**config.mk**
```make
export PLATFORM = sky130hd
export DESIGN_NAME = tile_fetch_scheduler_flat
export DESIGN_NICKNAME = d
export VERILOG_FILES = /design/src/rtl/tile_fetch_if.sv /design/src/rtl/tile_fetch_scheduler.sv /design/src/flat_wrapper.sv
export SDC_FILE = /design/constraint.sdc
export NUM_CORES = 1
export LEC_CHECK = 0
export ABC_AREA = 1
export CAP_MARGIN = 20
export CORE_ASPECT_RATIO = 1.4
export CORE_MARGIN = 1
export CORE_UTILIZATION = 49
export DETAILED_ROUTE_END_ITERATION = 16
export PLACE_DENSITY_LB_ADDON = 0.12
export SLEW_MARGIN = 40
export SYNTH_ARGS = -nofsm -noshare
export SYNTH_HDL_FRONTEND = slang
export SYNTH_SLANG_ARGS = --single-unit
```
**constraint.sdc**
```tcl
create_clock -name clk -period 3.9 [get_ports clk]
set_input_delay 0.39 -clock clk [delete_from_list [all_inputs] [get_ports clk]]
set_output_delay 0.39 -clock clk [all_outputs]
set_load 0.1 [all_outputs]
```
**src/rtl/tile_fetch_if.sv**
```systemverilog
// Raster, tile RAM and collision-query signals shared by the tile fetch scheduler and its surroundings.
interface tile_fetch_if #(
    parameter int ADDR_W = 9
);
    logic              pix_en;
    logic [9:0]        hCount;
    logic [9:0]        vCount;
    logic              ram_en;
    logic [ADDR_W-1:0] ram_addr;
    logic [2:0]        ram_data;
    logic [2:0]        blockType;
    logic              q_req;
    logic [3:0]        q_row;
    logic [4:0]        q_col;
    logic              q_ack;
    logic [2:0]        q_data;

    modport master (
        output pix_en, hCount, vCount, ram_data, q_req, q_row, q_col,
        input  ram_en, ram_addr, blockType, q_ack, q_data
    );

    modport slave (
        input  pix_en, hCount, vCount, ram_data, q_req, q_row, q_col,
        output ram_en, ram_addr, blockType, q_ack, q_data
    );
endinterface

```
**src/rtl/tile_fetch_scheduler.sv**
```systemverilog
// Shares the single tile RAM read port between display prefetch (priority) and collision queries,
// prefetching two pixels ahead so blockType flips exactly as the raster enters each tile.
module tile_fetch_scheduler #(
    parameter int         TILE_LOG2 = 5,
    parameter int         COLS      = 20,
    parameter int         ROWS      = 15,
    parameter int         H_TOTAL   = 800,
    parameter int         V_TOTAL   = 525,
    parameter int         ADDR_W    = 9,
    parameter logic [2:0] OOB_TYPE  = 3'd1
) (
    input  logic        clk,
    input  logic        rst_n,
    tile_fetch_if.slave bus
);
    typedef enum logic [1:0] {IDLE, READ, DONE} q_state_t;

    localparam logic [TILE_LOG2-1:0] SLOT_PX = TILE_LOG2'((1 << TILE_LOG2) - 2);
    localparam logic [TILE_LOG2-1:0] LAST_PX = '1;
    localparam logic [4:0]           COLS_C  = 5'(COLS);
    localparam logic [4:0]           ROWS_C  = 5'(ROWS);
    localparam logic [3:0]           ROWS_Q  = 4'(ROWS);

    logic [TILE_LOG2-1:0] tile_px;
    logic [10:0]          p_sum;
    logic [10:0]          p;
    logic [9:0]           line;
    logic [4:0]           slot_col;
    logic [4:0]           slot_row;
    logic                 slot;
    logic                 slot_hit;
    logic [ADDR_W-1:0]    slot_addr;
    logic [ADDR_W-1:0]    q_addr;
    logic                 q_in_range;
    logic                 grant;
    logic                 slot_d;
    logic                 slot_hit_d;
    logic [2:0]           fetched;
    logic [2:0]           pending;
    logic                 q_oob;
    q_state_t             state;
    q_state_t             state_nxt;

    assign tile_px = bus.hCount[TILE_LOG2-1:0];

    // Target pixel is two ahead; the last two pixels of a line look at the next line.
    always_comb begin
        p_sum = {1'b0, bus.hCount} + 11'd2;
        p     = (p_sum >= 11'(H_TOTAL)) ? p_sum - 11'(H_TOTAL) : p_sum;
        if (bus.hCount < 10'(H_TOTAL - 2))
            line = bus.vCount;
        else if (bus.vCount == 10'(V_TOTAL - 1))
            line = '0;
        else
            line = bus.vCount + 10'd1;
        slot_col = 5'(p >> TILE_LOG2);
        slot_row = 5'(line >> TILE_LOG2);
    end

    assign slot       = bus.pix_en && (tile_px == SLOT_PX);
    assign slot_hit   = slot && (slot_col < COLS_C) && (slot_row < ROWS_C);
    assign slot_addr  = ADDR_W'(slot_row) * ADDR_W'(COLS) + ADDR_W'(slot_col);
    assign q_addr     = ADDR_W'(bus.q_row) * ADDR_W'(COLS) + ADDR_W'(bus.q_col);
    assign q_in_range = (bus.q_row < ROWS_Q) && (bus.q_col < COLS_C);
    assign fetched    = slot_hit_d ? bus.ram_data : 3'd0;

    always_ff @(posedge clk) begin
        if (!rst_n) state <= IDLE;
        else        state <= state_nxt;
    end

    always_comb begin
        state_nxt = state;
        case (state)
            IDLE:    if (grant) state_nxt = READ;
            READ:    state_nxt = DONE;
            DONE:    state_nxt = IDLE;
            default: state_nxt = IDLE;
        endcase
    end

    // Port arbitration: an in-grid display slot always owns the port, a query just slips a clock.
    always_comb begin
        grant        = (state == IDLE) && bus.q_req && !slot_hit;
        bus.ram_en   = rst_n && (slot_hit || (grant && q_in_range));
        bus.ram_addr = slot_hit ? slot_addr : q_addr;
    end

    always_ff @(posedge clk) begin
        if (!rst_n) begin
            slot_d        <= 1'b0;
            slot_hit_d    <= 1'b0;
            pending       <= 3'd0;
            bus.blockType <= 3'd0;
            q_oob         <= 1'b0;
            bus.q_ack     <= 1'b0;
            bus.q_data    <= 3'd0;
        end else begin
            slot_d     <= slot;
            slot_hit_d <= slot_hit;
            if (slot_d) pending <= fetched;
            // With pix_en every clk the fetch lands on the same clk that must publish it.
            if (bus.pix_en && (tile_px == LAST_PX))
                bus.blockType <= slot_d ? fetched : pending;
            if (grant) q_oob <= !q_in_range;
            bus.q_ack <= (state == READ);
            if (state == READ) bus.q_data <= q_oob ? OOB_TYPE : bus.ram_data;
        end
    end
endmodule

```
**src/flat_wrapper.sv**
```systemverilog
// flat-port wrapper written by rule: the top's interface ports become plain ports
module tile_fetch_scheduler_flat 
#(
    parameter int         TILE_LOG2 = 5,
    parameter int         COLS      = 20,
    parameter int         ROWS      = 15,
    parameter int         H_TOTAL   = 800,
    parameter int         V_TOTAL   = 525,
    parameter int         ADDR_W    = 9,
    parameter logic [2:0] OOB_TYPE  = 3'd1
)
  (clk, rst_n, bus_pix_en, bus_hCount, bus_vCount, bus_ram_data, bus_q_req, bus_q_row, bus_q_col, bus_ram_en, bus_ram_addr, bus_blockType, bus_q_ack, bus_q_data);
  tile_fetch_if #(.ADDR_W(ADDR_W)) bus_i ();
  input  logic clk;
  input  logic rst_n;
  input wire logic [$bits(bus_i.pix_en)-1:0] bus_pix_en;
  input wire logic [$bits(bus_i.hCount)-1:0] bus_hCount;
  input wire logic [$bits(bus_i.vCount)-1:0] bus_vCount;
  input wire logic [$bits(bus_i.ram_data)-1:0] bus_ram_data;
  input wire logic [$bits(bus_i.q_req)-1:0] bus_q_req;
  input wire logic [$bits(bus_i.q_row)-1:0] bus_q_row;
  input wire logic [$bits(bus_i.q_col)-1:0] bus_q_col;
  output wire logic [$bits(bus_i.ram_en)-1:0] bus_ram_en;
  output wire logic [$bits(bus_i.ram_addr)-1:0] bus_ram_addr;
  output wire logic [$bits(bus_i.blockType)-1:0] bus_blockType;
  output wire logic [$bits(bus_i.q_ack)-1:0] bus_q_ack;
  output wire logic [$bits(bus_i.q_data)-1:0] bus_q_data;
  assign bus_i.pix_en = bus_pix_en;
  assign bus_i.hCount = bus_hCount;
  assign bus_i.vCount = bus_vCount;
  assign bus_i.ram_data = bus_ram_data;
  assign bus_i.q_req = bus_q_req;
  assign bus_i.q_row = bus_q_row;
  assign bus_i.q_col = bus_q_col;
  assign bus_ram_en = bus_i.ram_en;
  assign bus_ram_addr = bus_i.ram_addr;
  assign bus_blockType = bus_i.blockType;
  assign bus_q_ack = bus_i.q_ack;
  assign bus_q_data = bus_i.q_data;
  tile_fetch_scheduler #(.TILE_LOG2(TILE_LOG2), .COLS(COLS), .ROWS(ROWS), .H_TOTAL(H_TOTAL), .V_TOTAL(V_TOTAL), .ADDR_W(ADDR_W), .OOB_TYPE(OOB_TYPE)) u_core (.clk(clk), .rst_n(rst_n), .bus(bus_i));
endmodule
```
==> results by group <==
Floorplanning
  • Core area: roughly 3600 sq um
  • I/O pins: 53
  • Initial core utilization: 51.10%
  • Die ar.: roughly 4100 sq um
  • Row count: 26
  • Die H: 74.94 um
  • Die X: 54.10 um

Global routing
  • First-pass GRT wire length: 7527 um
  • Largest net degree at the start of global routing: 11
  • Antenna violations before repair: 0
  • Total GRT Usage: 23.88%
  • Grt total ovfl: 0
  • Vias in the first global route: 1917

Power and ir drop
  • Combinational share of power: 62.9%
  • Clock group share of total power: 16.2%
  • PwrDens: between 200 and 300 nW/um^2
  • Cell internal pwr: 417.0 uW
  • Sw Share: between 40% and 50%
  • Pwr Total: 767.3 uW
  • Maximum VDD drop: 0.2678 mV
  • Leak Pwr: 1.429 nW
  • Power share of the sequential group: 20.9%
  • Net Sw Power: 350.3 uW

Timing
  • Slew Viols, Final: 0
  • FMAX: about 0.27 GHz
  • Least-Margin Pin Slew: 0.4897 ns
  • Final Hold Fails: 0
  • Hold WS: 0.4714 ns
  • Minimum clock period: 3.690 ns
  • Fraction of the cycle the final worst path needs: 94.62%
  • Clock skew: 0.001412 ns
  • Normalized max-slew margin: about two thirds
  • Endpoints failing setup: 0

Cells and area
  • Nets@finish: around 440
  • Commonest non-fill, non-tap cells in the layout: nand2_1 (82), inv_1 (46), clkdlybuf4s50_1 (25)
  • Area growth from synthesis to layout: 50.00%
  • FILL cells: 301
  • Commonest non-fill, non-tap cell in the layout: nand2_1
  • FF/Latch Area: 300.3 sq um
  • Multi-input logic area: 1473 sq um
  • # diodes: 0
  • Layout cell share with drive strength beyond 1: 21.75%

Worst setup path
  • Crit path from: bus_hCount[7]
  • Crit-path max FO: 4
  • FF-to-FF End: u_core.bus.q_data[2]
  • Startpoint types: input pin
  • R2R Setup Slk: 2.85 ns
  • WS Path Type: input pin to output pin
  • FF-to-FF Start: u_core.state[0]
  • Cell Chain, Critical Path: clkdlybuf4s50_1, nor3_1, a21oi_4, buf_4, inv_2, nand2_1, nand2_2, inv_2, ha_1, ha_2, fa_2, nand2_1, inv_1, nand2_1, nand2_1, nand3_1, nand2_1, buf_12
  • Worst Path Buf+Inv: 6
  • Most used cell, CP: nand2_1
  • Crit path arrival time: 3.30 ns
  • Crit path max-delay family: adder cells
  • Worst R2R Path Depth: 6
  • Critical Path RT: 3.51 ns
  • Slowest-stage cell, CP: fa_2
  • Setup crit end kind: output pin
  • Slowest Stage Delay on Critical Path: 0.56 ns

CTS
  • Worst-path clk slew: 0.06 ns
  • Clock sink count: 15
  • Total CTS buffers: 3
  • CTS max path bufs: 2
  • Clock root cell: clkbuf_8
  • H-tree levels: 1
  • Hold Buf Count CTS: 0
  • Clock latency at the later pin of the worst-skew pair: around 0.25 ns
  • CTS tree: built

Logic synthesis
  • Synth area leaders: nand2_1 (18%), dfxtp_1 (16%), ha_1 (12%)
  • Synth Net Count: 365
  • Sequential share of the synthesized area: 16.13%
  • Register bit count reported by yosys: 15
  • Post-Synthesis Cells: 308
  • Post-synth EDFFs: 0
  • Cell accounting for the most synthesized area: nand2_1
  • Post-synth ARST share: 0%
  • Most used DFF post-synth: dfxtp_1
  • Syn. warnings: 0
  • Cell Area, Synth: about 1900 sq um
  • Cell variety after synth: 31
  • Syn avg cell area: 6.045 sq um
  • Synth top area share: between 10% and 20%

Detailed routing
  • First-pass DRT Iterations: 4
  • Detailed-route wire length per cell: roughly 11 um
  • DRT Wirelength: 4723 um
  • Via/cell ratio: 5.148
  • Drt drc: 0
  • Detail Route Antenna Nets: 0
  • Via count: 2157
  • Starting DRT DRC Count: 25

Outcome
  • Status: complete, no violations

Hold path
  • Hold path startpoint: u_core.bus.q_data[0]
  • Worst Hold Class: flip-flop to flip-flop
  • Hold Crit Depth: 2
  • Hold EP: u_core.bus.q_data[0]

Flow run
  • MaxCap Viol Count: 0

Placed design
  • Gp weighted congestion: 0.8586
  • IO Port Bufs: 52
  • Hpwl dp: 3623 um
## area by class of cell
class                           instances  share of cell area [%]
Clock buffer                            4                   1.613
Multi-Input combinational cell        237                   52.73
Tap cell                               42                   1.882
Sequential cell                        15                   10.75
Inverter                               54                   7.258
Timing Repair Buffer                   67                   25.76
## tightest hold or removal path, stage by stage (launching register included)
cell and delay, ns:
dfxtp_1 0.31, nand2_1 0.06, a21oi_1 0.05
## what timing repair did
item / CTS / global route
gates resized for setup: 11 / 32
setup buffers: 2 / 1
cloned: 0 / 0
pin swaps: 5 / 15
setup endpoints to repair: 2 / 5
## cells in the mapped netlist (5+ instances only)
master	number
o21ai_0	10
dfxtp_1	15
a21oi_1	9
nand2_2	10
nand4_1	5
ha_1	18
nor2_1	23
xnor2_1	6
nand2_1	89
xor2_1	7
nor3_1	7
inv_1	49
nand3_1	25
o21ai_1	6
## power by group through the flow
stage          Combinational (mW)  Clock [mW]  Sequential [mW]
2_1_floorplan               0.277           0            0.180
3_3_place_gp                0.450           0            0.163
3_5_place_dp                0.453           0            0.163
4_1_cts                     0.462       0.125            0.160
5_1_grt                     0.522       0.130            0.160
6_report                    0.483       0.124            0.160
## worst max-delay path by stage
stage / end / slack (ns) / cells after the start
6_report: bus_ram_addr[7] / 0.21 / 18
5_1_grt: bus_ram_addr[8] / -0.002 / 19
4_1_cts: bus_ram_addr[8] / 0.02 / 20
3_5_place_dp: bus_ram_addr[8] / -0.1 / 20
3_3_place_gp: bus_ram_addr[8] / 0.007 / 21
2_1_floorplan: bus_ram_addr[6] / 0.03 / 20
## logic make-up (layout without fill, tap and decap cells)
group	count (synthesis)	in the layout	synth area share (%)
buffers and inverters	56	125	11.90
AOI/OAI and AO/OA	33	33	9.812
muxes	1	1	0.6048
xor gates and xnor gates	13	13	6.116
adders and majority gates	21	21	15.32
and+or+nand+nor	169	169	40.12
DFF	15	15	16.13
## state kept, by name (all words and copies together), names as in the netlist
register	cells
u_core.state	2
u_core.bus.blockType	3
u_core.pending	3
u_core.slot_hit_d	1
u_core.bus.q_ack	1
u_core.q_oob	1
u_core.bus.q_data	3
u_core.slot_d	1
## metrics by stage
stage	setup TNS, ns	std cells	cell area (sq um)	setup WS (ns)	utilization (%)
CTS	0	418	2670	0.01637	73.28
global placement	0	412	2610	0.006675	71.63
finish	0	419	2793	0.2099	76.65
floorplan	0	308	1866	0.02504	-
global route	-0.001579	419	2793	-0.001579	76.65
detailed placement	-0.1148	412	2575	-0.09652	70.67
## per-layer routing
layer | routed length [um] | global-route usage, %
met1 | 1900 | 27.93
met2 | 2585 | 46.23
met3 | 155 | 0.8081
met4 | 82 | 5.413
met5 | 0 | 0
(Power assumes the default switching activity.)
